===== src/rtl/constants_pkg.sv =====
// ---------------------------------------------------------------------------
// constants_pkg
// Architectural constants shared across the core.
//   ARCH_LEN     : datapath width in bits
//   REG_FILE_LEN : number of architectural registers
// ---------------------------------------------------------------------------
package constants_pkg;
  localparam int ARCH_LEN     = 32;
  localparam int REG_FILE_LEN = 32;
endpackage


===== src/rtl/structure_pkg.sv =====
// ---------------------------------------------------------------------------
// structure_pkg
// Shared structures for the writeback stage.
//   REG_IDX_W     : register index width derived from REG_FILE_LEN
//   WB_FIFO_DEPTH : default depth of the pending-result buffer
//   wb_entry_t    : one pending register write {dst_reg, data}
//   fifo_idx_t    : index into the default-depth pending-result buffer
// ---------------------------------------------------------------------------
package structure_pkg;
  import constants_pkg::*;

  localparam int REG_IDX_W     = $clog2(REG_FILE_LEN);
  localparam int WB_FIFO_DEPTH = 2;

  typedef struct packed {
    logic [REG_IDX_W-1:0] dst_reg;
    logic [ARCH_LEN-1:0]  data;
  } wb_entry_t;

  typedef logic [$clog2(WB_FIFO_DEPTH)-1:0] fifo_idx_t;
endpackage


===== src/rtl/writeback_stage_fifo.sv =====
// ---------------------------------------------------------------------------
// wb_fifo
// Small circular buffer of pending register writes. Besides the usual
// push/pop interface it exposes every slot ordered by age so the stage can
// search pending writes for operand bypass.
//   clk, rst_n          : clock, asynchronous active-low reset
//   push, push_entry    : enqueue one entry (never while full)
//   pop                 : dequeue the head (never while empty)
//   head                : oldest entry
//   full, empty, count  : occupancy
//   by_age[i]           : i-th oldest slot (0 = head)
//   age_valid[i]        : by_age[i] holds a live entry
// DEPTH must be a power of two so the pointers wrap naturally.
// ---------------------------------------------------------------------------
module wb_fifo
  import structure_pkg::*;
#(
  parameter int DEPTH = WB_FIFO_DEPTH
) (
  input  logic                         clk,
  input  logic                         rst_n,
  input  logic                         push,
  input  wb_entry_t                    push_entry,
  input  logic                         pop,
  output wb_entry_t                    head,
  output logic                         full,
  output logic                         empty,
  output logic [$clog2(DEPTH+1)-1:0]   count,
  output wb_entry_t [DEPTH-1:0]        by_age,
  output logic [DEPTH-1:0]             age_valid
);
  localparam int PTR_W = $clog2(DEPTH);
  localparam int CNT_W = $clog2(DEPTH + 1);

  wb_entry_t [DEPTH-1:0] mem_q, mem_d;
  logic [PTR_W-1:0]      rd_ptr_q, rd_ptr_d;
  logic [PTR_W-1:0]      wr_ptr_q, wr_ptr_d;
  logic [CNT_W-1:0]      count_q, count_d;

  always_comb begin
    mem_d    = mem_q;
    rd_ptr_d = rd_ptr_q;
    wr_ptr_d = wr_ptr_q;
    count_d  = count_q;
    if (push) begin
      mem_d[wr_ptr_q] = push_entry;
      wr_ptr_d        = wr_ptr_q + PTR_W'(1);
    end
    if (pop) begin
      rd_ptr_d = rd_ptr_q + PTR_W'(1);
    end
    // A simultaneous push and pop leaves the occupancy unchanged.
    if (push && !pop) begin
      count_d = count_q + CNT_W'(1);
    end else if (pop && !push) begin
      count_d = count_q - CNT_W'(1);
    end
  end

  always_ff @(posedge clk or negedge rst_n) begin
    if (!rst_n) begin
      mem_q    <= '0;
      rd_ptr_q <= '0;
      wr_ptr_q <= '0;
      count_q  <= '0;
    end else begin
      mem_q    <= mem_d;
      rd_ptr_q <= rd_ptr_d;
      wr_ptr_q <= wr_ptr_d;
      count_q  <= count_d;
    end
  end

  assign head  = mem_q[rd_ptr_q];
  assign full  = (count_q == CNT_W'(DEPTH));
  assign empty = (count_q == '0);
  assign count = count_q;

  // Slots re-ordered from oldest (head) to youngest; slots beyond the
  // current occupancy are flagged invalid.
  always_comb begin
    by_age    = '0;
    age_valid = '0;
    for (int i = 0; i < DEPTH; i++) begin
      by_age[i]    = mem_q[rd_ptr_q + PTR_W'(i)];
      age_valid[i] = (CNT_W'(i) < count_q);
    end
  end

  pop_never_when_empty: assert property (@(posedge clk) disable iff (!rst_n) !(pop && empty));
  push_never_when_full: assert property (@(posedge clk) disable iff (!rst_n) !(push && full));
endmodule


===== src/rtl/writeback_stage.sv =====
// ---------------------------------------------------------------------------
// writeback_stage
// Final pipeline stage. Accepts results from the load path and the ALU
// path, buffers them, and retires at most one register-file write per cycle
// in acceptance order.
//   clk, rst                          : clock, asynchronous active-low reset
//   mem_valid/ready, mem_dst_reg/data : load result handshake (priority)
//   alu_valid/ready, alu_dst_reg/data : ALU result handshake
//   dst_reg, dst_reg_data             : register file write port
//   reg_write_enable                  : one-cycle pulse per retired write
//   fwd_reg_k -> fwd_hit_k/fwd_data_k : bypass lookup of pending writes
//   busy                              : a write is still pending
// Optional feature macro: WB_FORWARD_EN enables the bypass lookup; without
// it the fwd_hit/fwd_data outputs are tied to zero.
// The ARCH_LEN/REG_FILE_LEN parameters must match constants_pkg, since the
// pending-entry structure is sized from that package.
// ---------------------------------------------------------------------------
module writeback_stage
  import structure_pkg::*;
#(
  parameter int ARCH_LEN     = constants_pkg::ARCH_LEN,
  parameter int REG_FILE_LEN = constants_pkg::REG_FILE_LEN,
  parameter int FIFO_DEPTH   = WB_FIFO_DEPTH
) (
  input  logic                            clk,
  input  logic                            rst,
  input  logic                            alu_valid,
  output logic                            alu_ready,
  input  logic [$clog2(REG_FILE_LEN)-1:0] alu_dst_reg,
  input  logic [ARCH_LEN-1:0]             alu_data,
  input  logic                            mem_valid,
  output logic                            mem_ready,
  input  logic [$clog2(REG_FILE_LEN)-1:0] mem_dst_reg,
  input  logic [ARCH_LEN-1:0]             mem_data,
  output logic [$clog2(REG_FILE_LEN)-1:0] dst_reg,
  output logic [ARCH_LEN-1:0]             dst_reg_data,
  output logic                            reg_write_enable,
  input  logic [$clog2(REG_FILE_LEN)-1:0] fwd_reg_1,
  input  logic [$clog2(REG_FILE_LEN)-1:0] fwd_reg_2,
  output logic                            fwd_hit_1,
  output logic                            fwd_hit_2,
  output logic [ARCH_LEN-1:0]             fwd_data_1,
  output logic [ARCH_LEN-1:0]             fwd_data_2,
  output logic                            busy
);
  localparam int REG_W = $clog2(REG_FILE_LEN);
  localparam int CNT_W = $clog2(FIFO_DEPTH + 1);

  wb_entry_t                  fifo_head;
  wb_entry_t                  in_entry;
  wb_entry_t [FIFO_DEPTH-1:0] fifo_by_age;
  logic [FIFO_DEPTH-1:0]      fifo_age_valid;
  logic [CNT_W-1:0]           fifo_count;
  logic                       fifo_full;
  logic                       fifo_empty;
  logic                       fifo_push;
  logic                       fifo_pop;
  logic                       mem_fire;
  logic                       alu_fire;
  logic                       in_keep;

  logic [REG_W-1:0]    dst_reg_q, dst_reg_d;
  logic [ARCH_LEN-1:0] dst_reg_data_q, dst_reg_data_d;
  logic                reg_write_enable_q, reg_write_enable_d;

  // Ready depends only on stored occupancy and mem_valid, never on the pop,
  // so there is no combinational loop through the retire path.
  assign mem_ready = !fifo_full;
  assign alu_ready = !fifo_full && !mem_valid;
  assign mem_fire  = mem_valid && mem_ready;
  assign alu_fire  = alu_valid && alu_ready;

  // Select the accepted result; writes to x0 are accepted but discarded.
  always_comb begin
    in_entry.dst_reg = mem_fire ? mem_dst_reg : alu_dst_reg;
    in_entry.data    = mem_fire ? mem_data : alu_data;
    in_keep          = (mem_fire || alu_fire) && (in_entry.dst_reg != '0);
  end

  // The head retires every cycle the buffer holds something. An accepted
  // result only enters the buffer when something older is still waiting;
  // otherwise it goes straight to the output register.
  always_comb begin
    fifo_pop           = !fifo_empty;
    fifo_push          = in_keep && !fifo_empty;
    dst_reg_d          = dst_reg_q;
    dst_reg_data_d     = dst_reg_data_q;
    reg_write_enable_d = 1'b0;
    if (fifo_pop) begin
      dst_reg_d          = fifo_head.dst_reg;
      dst_reg_data_d     = fifo_head.data;
      reg_write_enable_d = 1'b1;
    end else if (in_keep) begin
      dst_reg_d          = in_entry.dst_reg;
      dst_reg_data_d     = in_entry.data;
      reg_write_enable_d = 1'b1;
    end
  end

  always_ff @(posedge clk or negedge rst) begin
    if (!rst) begin
      dst_reg_q          <= '0;
      dst_reg_data_q     <= '0;
      reg_write_enable_q <= 1'b0;
    end else begin
      dst_reg_q          <= dst_reg_d;
      dst_reg_data_q     <= dst_reg_data_d;
      reg_write_enable_q <= reg_write_enable_d;
    end
  end

  assign dst_reg          = dst_reg_q;
  assign dst_reg_data     = dst_reg_data_q;
  assign reg_write_enable = reg_write_enable_q;
  assign busy             = (fifo_count != '0) || reg_write_enable_q;

  wb_fifo #(
    .DEPTH (FIFO_DEPTH)
  ) u_fifo (
    .clk        (clk),
    .rst_n      (rst),
    .push       (fifo_push),
    .push_entry (in_entry),
    .pop        (fifo_pop),
    .head       (fifo_head),
    .full       (fifo_full),
    .empty      (fifo_empty),
    .count      (fifo_count),
    .by_age     (fifo_by_age),
    .age_valid  (fifo_age_valid)
  );

`ifdef WB_FORWARD_EN
  // Search oldest to youngest so the last match wins: the output register
  // is the oldest pending write, the buffer tail the youngest. Only stored
  // state is searched; results accepted this cycle are not visible yet.
  always_comb begin
    fwd_hit_1  = 1'b0;
    fwd_data_1 = '0;
    fwd_hit_2  = 1'b0;
    fwd_data_2 = '0;
    if (reg_write_enable_q && (fwd_reg_1 != '0) && (dst_reg_q == fwd_reg_1)) begin
      fwd_hit_1  = 1'b1;
      fwd_data_1 = dst_reg_data_q;
    end
    if (reg_write_enable_q && (fwd_reg_2 != '0) && (dst_reg_q == fwd_reg_2)) begin
      fwd_hit_2  = 1'b1;
      fwd_data_2 = dst_reg_data_q;
    end
    for (int i = 0; i < FIFO_DEPTH; i++) begin
      if (fifo_age_valid[i] && (fwd_reg_1 != '0) && (fifo_by_age[i].dst_reg == fwd_reg_1)) begin
        fwd_hit_1  = 1'b1;
        fwd_data_1 = fifo_by_age[i].data;
      end
      if (fifo_age_valid[i] && (fwd_reg_2 != '0) && (fifo_by_age[i].dst_reg == fwd_reg_2)) begin
        fwd_hit_2  = 1'b1;
        fwd_data_2 = fifo_by_age[i].data;
      end
    end
  end
`else
  logic unused_fwd_inputs;

  assign fwd_hit_1         = 1'b0;
  assign fwd_hit_2         = 1'b0;
  assign fwd_data_1        = '0;
  assign fwd_data_2        = '0;
  assign unused_fwd_inputs = ^{fwd_reg_1, fwd_reg_2, fifo_by_age, fifo_age_valid};
`endif
endmodule


===== config.mk =====
export PLATFORM = sky130hd
export DESIGN_NAME = writeback_stage
export DESIGN_NICKNAME = d
export VERILOG_FILES = /design/src/rtl/constants_pkg.sv /design/src/rtl/structure_pkg.sv /design/src/rtl/writeback_stage_fifo.sv /design/src/rtl/writeback_stage.sv
export SDC_FILE = /design/constraint.sdc
export NUM_CORES = 1
export LEC_CHECK = 0
export CAP_MARGIN = 0
export CELL_PAD_IN_SITES_DETAIL_PLACEMENT = 1
export CELL_PAD_IN_SITES_GLOBAL_PLACEMENT = 1
export CORE_MARGIN = 2
export CORE_UTILIZATION = 35
export DETAILED_ROUTE_END_ITERATION = 16
export PLACE_DENSITY_LB_ADDON = 0.1
export SETUP_SLACK_MARGIN = 0.4
export SLEW_MARGIN = 10
export SYNTH_ARGS = -nofsm -noshare
export SYNTH_HDL_FRONTEND = slang
export SYNTH_HIERARCHICAL = 1
export SYNTH_SLANG_ARGS = --single-unit
export TNS_END_PERCENT = 10

===== constraint.sdc =====
create_clock -name clk -period 2.9 [get_ports clk]
set_input_delay 0.29 -clock clk [delete_from_list [all_inputs] [get_ports clk]]
set_output_delay 0.29 -clock clk [all_outputs]
set_load 0.005 [all_outputs]

==> flow_metrics.tcl <==
set metrics [dict create \
    die_x_um 144 \
    numPortBuffers 118 \
    crit_required_ns 3.20 \
    tightest_slew_ns 0.708 \
    pwr_density_cell_nw_per_um2 1170 \
    postRouteAntennaNets 0 \
    ir_worst_vdd_mv 0.490 \
    fin_area_um2 8620 \
    setup_ws_ns 0.486 \
    core-area_um2 19400 \
    end_kind "flop" \
    p_leak_nw 3.80 \
    antenna_cells 0 \
    power.internal_mw 6.73 \
    p_total_mw 10.1 \
    setup_viol 0 \
    htree_levels 4 \
    clock-sinks 116 \
    switchingPower_mw 3.39 \
    p_comb_share_pct 47.8 \
    syn_inst 586 \
    placed_cells 911 \
    drt_pass1_iterations 4 \
    ctsLongestPathBuffers 2 \
    wl_per_cell_um 18.6 \
    yosysWarnings 6 \
    p_seq_share_pct 30.2 \
    dr_total_vias 4414 \
    nNetsFinal 767 \
    cp-start-kind "flop" \
    track_usage_pct 17.0 \
    largest_reg_flops 74 \
    viasPerCell 4.63 \
    final_util_pct 44.4 \
    status "completed" \
    p_sw_share_pct 33.5 \
    clockPowerShare_pct 22.0 \
    design.die.area_um2 20900 \
    slew_headroom_pct 52.8 \
    final.period_utilization_pct 83.2 \
    rsz0062_at_grt "no" \
    fin_cells 953 \
    fin_worst_skew_ns 0.00669 \
    hold_ws_ns 0.484 \
    dpl.hpwl_um 11300 \
    synth.cell_area_um2 6900 \
    grt_overflow_total 0 \
    clk_pin_slew_ns 0.05 \
    cts_tree "built" \
    grt_start_max_net_pins 54 \
    max_cap_viol_count 0 \
    start_util_pct 35.6 \
    num_io_pins 195 \
    drive_gt1_share_pct 28.6 \
    drt-total-wl_um 17700 \
    place_area_um2 7840 \
    grt_pass1_vias 4769 \
    syn_area_per_cell_um2 11.8 \
    insertion_delay_ns 0.42 \
    die_h_um 144 \
    hold_class "primary input to asynchronous set/reset pin" \
    gp_congestion 0.687 \
    area_growth_pct 24.9 \
    fin_tns_setup_ns 0 \
    row_count 51 \
    drt_iter0_drc 106 \
    antenna_found_initial 2 \
    root_buffer "clkbuf_16" \
    cp_max_fo 10 \
    arrival_ns 2.71 \
    grt_pass1_wl_um 26500 \
    critPathKind "flop to flop" \
    period_needed_ns 2.41 \
    cts_made_buffers 17 \
    fmax_mhz 414 \
    place_ws_ns 0.0728 \
    drc 0 \
    hold_viol 0 \
    drv_slew 0 \
]
==> layout make-up <==
| type | count | area (um2) |
|---|---|---|
| clock buffers | 23 | 478 |
| multi-input cells | 352 | 3090 |
| repair buffers | 146 | 1510 |
| fillers | 2109 | 10800 |
| well taps | 265 | 332 |
| inverters | 42 | 158 |
| flip-flops and latches | 116 | 2900 |
| clock inverters | 9 | 150 |
==> layout by cell type, fill, tap and decap left out, types with 2 or more instances in the layout <==
master / n
clkdlybuf4s50_1: 117
nor2_4: 2
a211oi_2: 30
a211oi_1: 42
conb_1: 66
clkinvlp_4: 2
xor2_1: 3
buf_8: 2
mux2_2: 67
buf_4: 18
clkbuf_8: 3
bufinv_16: 4
mux2i_1: 36
dfrtp_1: 115
nand2_1: 2
inv_1: 41
buf_12: 5
ha_1: 2
clkbuf_1: 3
clkinv_2: 3
a21oi_1: 2
clkbuf_16: 19
mux2_1: 16
mux2_4: 30
nor2_1: 39
==> per-layer routing <==
layer | vias to the layer above | track usage [%] | part of all wire (%)
li1 | 2030 | - | -
met1 | 2261 | 20.7 | 44
met2 | 105 | 29.3 | 50
met3 | 16 | 5.03 | 4.7
met4 | 2 | 4.34 | 1.0
met5 | - | 0 | 0.068
==> critical path: stages, from the launching register on <==
cell and delay, ns:
dfrtp_1 0.38, inv_1 0.13, ha_4 0.22, nand2b_2 0.22
a32oi_4 0.25, nand2_2 0.11, nor2_4 0.14, nor2b_4 0.19
buf_12 0.14, buf_12 0.15, mux2_2 0.34
==> power by group through the flow <==
stage | logic [mW] | registers [mW] | clock network, mW
floorplan | 3.90 | 2.87 | 0
global placement | 4.52 | 3.00 | 0
detailed placement | 4.66 | 3.07 | 0
CTS | 4.75 | 3.06 | 2.29
global route | 5.23 | 3.17 | 2.37
finish | 4.84 | 3.06 | 2.23
==> final timing paths <==
kind / endpoint / depth (start not counted) / slack [ns] / from
max: u_fifo/mem_q[3] / 10 / 0.49 / u_fifo/count[0]
min: dst_reg_data[28] / 2 / 0.48 / rst
max reg2reg: u_fifo/mem_q[3] / 10 / 0.49 / u_fifo/count[0]
min reg2reg: u_fifo/mem_q[39] / 1 / 0.49 / u_fifo/mem_q[39]
max in group asynchronous: dst_reg[3] / 3 / 1.60 / rst
min in group clk: u_fifo/mem_q[39] / 1 / 0.49 / u_fifo/mem_q[39]
==> timing repair <==
item                                   4_1_cts  5_1_grt
hold buffers                                 1        0
endpoints found under the hold margin       50        0
cloned                                       1        3
resized for setup                            1        7
setup endpoints to repair                   70       55
setup buffers                                1        4
pin swaps                                    1        1
Power figures use the tool's default switching activity.
==> variant 1, RTL diff (same flow settings) <==
Make the reset (`rst` and `rst_n`) synchronous in 2 clocked blocks. Comments in the files are not updated.
--- a/src/rtl/writeback_stage_fifo.sv
+++ b/src/rtl/writeback_stage_fifo.sv
@@ -59,3 +59,3 @@
 
-  always_ff @(posedge clk or negedge rst_n) begin
+  always_ff @(posedge clk) begin
     if (!rst_n) begin
--- a/src/rtl/writeback_stage.sv
+++ b/src/rtl/writeback_stage.sv
@@ -99,3 +99,3 @@
 
-  always_ff @(posedge clk or negedge rst) begin
+  always_ff @(posedge clk) begin
     if (!rst) begin
Behaviour: differs if rst is asserted again (counterexample within 4 cycles, from zero or initial values and one cycle with rst low); with rst held inactive, the same outputs for 10 cycles.
==> variant 1 against the original RTL <==
Synthesized cell count increased by 29%. Cell area decreased by 6.0%. Global-route usage rose by 0.55 points. Sequential cell count unchanged. Count of clock-buffer cells in the layout down 2. Worst hold slack got worse by 0.039 ns. Wire length down 0.61%. Synthesized area decreased by 3.7%. Final cell count increased by 12%. Power fell by 29%. Setup slack got worse by 0.041 ns. Largest power group unchanged.
==> variant 1: results <==
metrics = {
    "status": {
        "status": "finished, final reports clean",
    },
    "place": {
        "globalplace.congestion": 0.713,
        "hpwl_mm": 11.6,
    },
    "grt": {
        "grt_max_degree": 42,
        "grt_pass1_vias": 5412,
        "grt_pass1_wl_mm": 27.6,
        "grtUsageTotal": 0.175,
        "grt_antenna_before_repair": 0,
    },
    "clock_tree": {
        "path_clk_slew_ns": 0.05,
    },
    "cells_and_area": {
        "num-nonclk-inverters": 76,
        "multiInputGateArea_um2": 3250,
        "layout.nonclk_buf_frac": 0.167,
        "layout.comb_gates.multi_input": 477,
        "drive_gt1_frac": 0.179,
        "regArea_um2": 2320,
        "buffers": 135,
        "nClkBuffers": 21,
        "n_fill_cell": 2156,
        "design.seq.count": 116,
        "nets": 915,
        "final_common_cell": "nand2_1",
    },
    "detailed_routing": {
        "avgRoutedWirePerCell_um": 16.5,
        "drt_iter0_drc": 134,
        "drt-pass1-iter-count": 4,
        "via_per_inst": 4.74,
    },
    "hold_path": {
        "hp-class": "primary input to flop",
        "min_to": "u_fifo/mem_q[48]",
    },
    "power": {
        "ir_drop_uv": 666,
        "swShare": 0.347,
    },
    "worst_setup_path": {
        "reg2regPathDepth": 7,
        "timing.rr.end": "dst_reg[1]",
        "cp_max_fo": 39,
        "r2r_setup_slack_ns": 0.45,
    },
    "sta": {
        "max_slew.worst_pin.slew_ns": 0.685,
        "whs_ns": 0.445,
        "fin_skew_ns": 0.00631,
    },
}
-- variant 1: cell count changes in the layout (fill, tap and decap cells not counted), moves of 36 or more --
cell	before	now
o21ai_0	1	37
a211oi_1	42	0
dfrtp_1	115	0
nand2_1	2	153
nor2_1	39	3
a21boi_1	0	43
dfxtp_1	0	115
-- variant 1: critical path, cell delays in order, from the launching register on --
cell	delay, ns
dfxtp_1	0.32
inv_1	0.13
ha_1	0.31
nand2b_2	0.18
buf_4	0.55
mux2_2	0.46
a31o_2	0.24
o21a_1	0.16
-- variant 1: through the flow --
step	instance area, um2	worst slack [ns]	power (mW)	instances	utilization
2_1_floorplan	6890	0.771	4.20	821	-
3_3_place_gp	7500	0.239	5.00	1037	0.402
3_5_place_dp	7500	0.202	5.11	1037	0.402
4_1_cts	8090	0.374	7.27	1069	0.434
5_1_grt	8100	0.251	7.62	1070	0.435
6_report	8100	0.445	7.17	1070	0.435
-- variant 1: worst max path at each step --
stage,end,slack [ns]
after floorplan,u_fifo/mem_q[28],0.77
after global placement,u_fifo/mem_q[45],0.24
after detailed placement,u_fifo/mem_q[71],0.20
after CTS,dst_reg_data[14],0.37
after global routing,dst_reg[1],0.25
final,dst_reg[1],0.45
-- variant 1: power by group through the flow --
stage	sequential, mW	clock (mW)	combinational, mW
floorplan	2.21	0	1.99
global placement	2.27	0	2.73
detailed placement	2.29	0	2.82
CTS	2.26	2.16	2.85
global route	2.31	2.23	3.08
finish	2.26	2.11	2.81
-- variant 1: per-layer routing --
metal,vias to the layer above,track usage,part of all wire
li1,2452,-,-
met1,2478,0.206,0.44
met2,126,0.318,0.50
met3,21,0.0337,0.044
met4,0,0.0600,0.015
met5,-,0,0
-- variant 1: what timing repair did --
action	4_1_cts	5_1_grt
gates cloned	0	1
buffers inserted	0	0
setup endpoints to repair	45	89
gates resized for setup	1	1
==> variant 2, RTL diff (same flow settings) <==
Made on the original files. Change the package constant `WB_FIFO_DEPTH` from 2 to 4.
--- a/src/rtl/structure_pkg.sv
+++ b/src/rtl/structure_pkg.sv
@@ -12,3 +12,3 @@
   localparam int REG_IDX_W     = $clog2(REG_FILE_LEN);
-  localparam int WB_FIFO_DEPTH = 2;
+  localparam int WB_FIFO_DEPTH = 4;
 
Function: no difference found for any inputs over 10 cycles, from zero or initial values and one cycle with rst low; that may be too few to reach the edited logic, so the function may still have changed.
==> variant 2 against the original RTL <==
Fmax shrank 0.66%. Sequential cell count grew 77. Global-route usage grew 0.089 points. Power grew 39%. Synthesized cell count grew 32%. Synthesized area grew 47%. Critical path type unchanged. Wire length grew 42%. Count of clock-buffer cells in the layout shrank 2. Sequential share of layout area grew 6.4 points. Largest power group unchanged. Setup slack lost 0.016 ns. Cell area grew 40%. Die area grew 46%.
==> variant 2: results <==
metrics = {
    "status": {
        "status": "finished, final reports clean",
    },
    "detailed_routing": {
        "drt-pass1-iter-count": 6,
        "routed_wl_mm": 25.1,
        "drt_iter0_drc": 174,
        "vias": 6098,
    },
    "power": {
        "ir_drop_uv": 447,
        "p_leak_nw": 5.17,
    },
    "clock_tree": {
        "cts-root-buf": "clkbuf_16",
        "clk_latency_ns": 0.44,
        "numCtsBuffers": 17,
        "path_clk_slew_ns": 0.07,
        "htree_levels": 4,
        "cts_buffer_depth": 2,
    },
    "worst_setup_path": {
        "crit_arrival_ns": 2.73,
        "cp_max_fo": 37,
    },
    "grt": {
        "grt_max_degree": 85,
        "grtUsageTotal": 0.171,
        "grt_pass1_wl_mm": 40.0,
        "grt_antenna_before_repair": 0,
        "grt_pass1_vias": 7002,
    },
    "yosys": {
        "synth_warnings": 6,
    },
    "cells_and_area": {
        "largest_reg_flops": 148,
        "drive_gt1_frac": 0.346,
        "nets": 942,
        "n_fill_cell": 2938,
        "n_antenna_cell": 0,
    },
    "place": {
        "placedInstanceArea_um2": 11400,
        "portBuffers": 118,
        "preCtsSetupSlack_ns": 0.223,
        "hpwl_mm": 16.7,
        "globalplace.congestion": 0.735,
    },
    "sta": {
        "fin_skew_ns": 0.0154,
        "max_slew.worst_pin.slew_ns": 0.715,
    },
    "hold_path": {
        "hp-class": "primary input to async pin",
    },
}
[variant 2: timing repair]
action / CTS / global route
hold buffers: 1 / 0
endpoints found under the hold margin: 81 / 0
setup buffers: 1 / 2
pin swaps: 0 / 0
setup endpoints to repair: 108 / 178
gates resized for setup: 6 / 4
gates cloned: 0 / 0
[variant 2: worst paths after layout]
path                                   from           endpoint  slack, ns  depth (start not counted)
setup / recovery            u_fifo/count[0]   dst_reg_data[15]       0.47                          9
hold / removal                          rst    dst_reg_data[1]       0.45                          2
setup reg to reg            u_fifo/count[0]   dst_reg_data[15]       0.47                          9
hold reg to reg            u_fifo/mem_q[18]   u_fifo/mem_q[18]       0.50                          1
max in group asynchronous               rst  u_fifo/mem_q[122]       1.47                          3
min in group clk           u_fifo/mem_q[18]   u_fifo/mem_q[18]       0.50                          1
[variant 2: final cells by class]
class | count | area [um2] | share of cell area
well taps | 384 | 480 | 0.0398
clock inverters | 11 | 140 | 0.0116
repair buffers | 149 | 1610 | 0.133
clock buffers | 21 | 470 | 0.0390
multi-input cells | 441 | 4370 | 0.362
inverters | 44 | 165 | 0.0137
flip-flops and latches | 193 | 4830 | 0.401
[variant 2: power breakdown]
part / leakage (nW) / total [mW] / switching [mW] / internal, mW
Sequential: 2.27 / 5.03 / 0.882 / 4.15
Combinational: 2.59 / 6.59 / 2.81 / 3.77
Clock: 0.303 / 2.46 / 1.09 / 1.37
[variant 2: layer usage]
metal / GRT usage / routed length [um] / part of all wire
met1: 0.209 / 10700 / 0.43
met2: 0.313 / 13400 / 0.53
met3: 0.0276 / 756 / 0.030
met4: 0.0406 / 244 / 0.0097
met5: 0 / 0 / 0
[variant 2: metrics by stage]
step                      instances   util
final                          1243  0.422
after global routing           1243  0.422
after CTS                      1241  0.420
after detailed placement       1207  0.398
after global placement         1207  0.398
after floorplan                 838      -
[variant 2: worst max-delay path, stage by stage (launching register included)]
cell	delay [ns]
dfrtp_1	0.35
inv_1	0.06
ha_1	0.21
and2_1	0.20
nand2b_4	0.19
a32oi_4	0.25
buf_8	0.35
and3_2	0.28
buf_12	0.25
a211oi_1	0.13
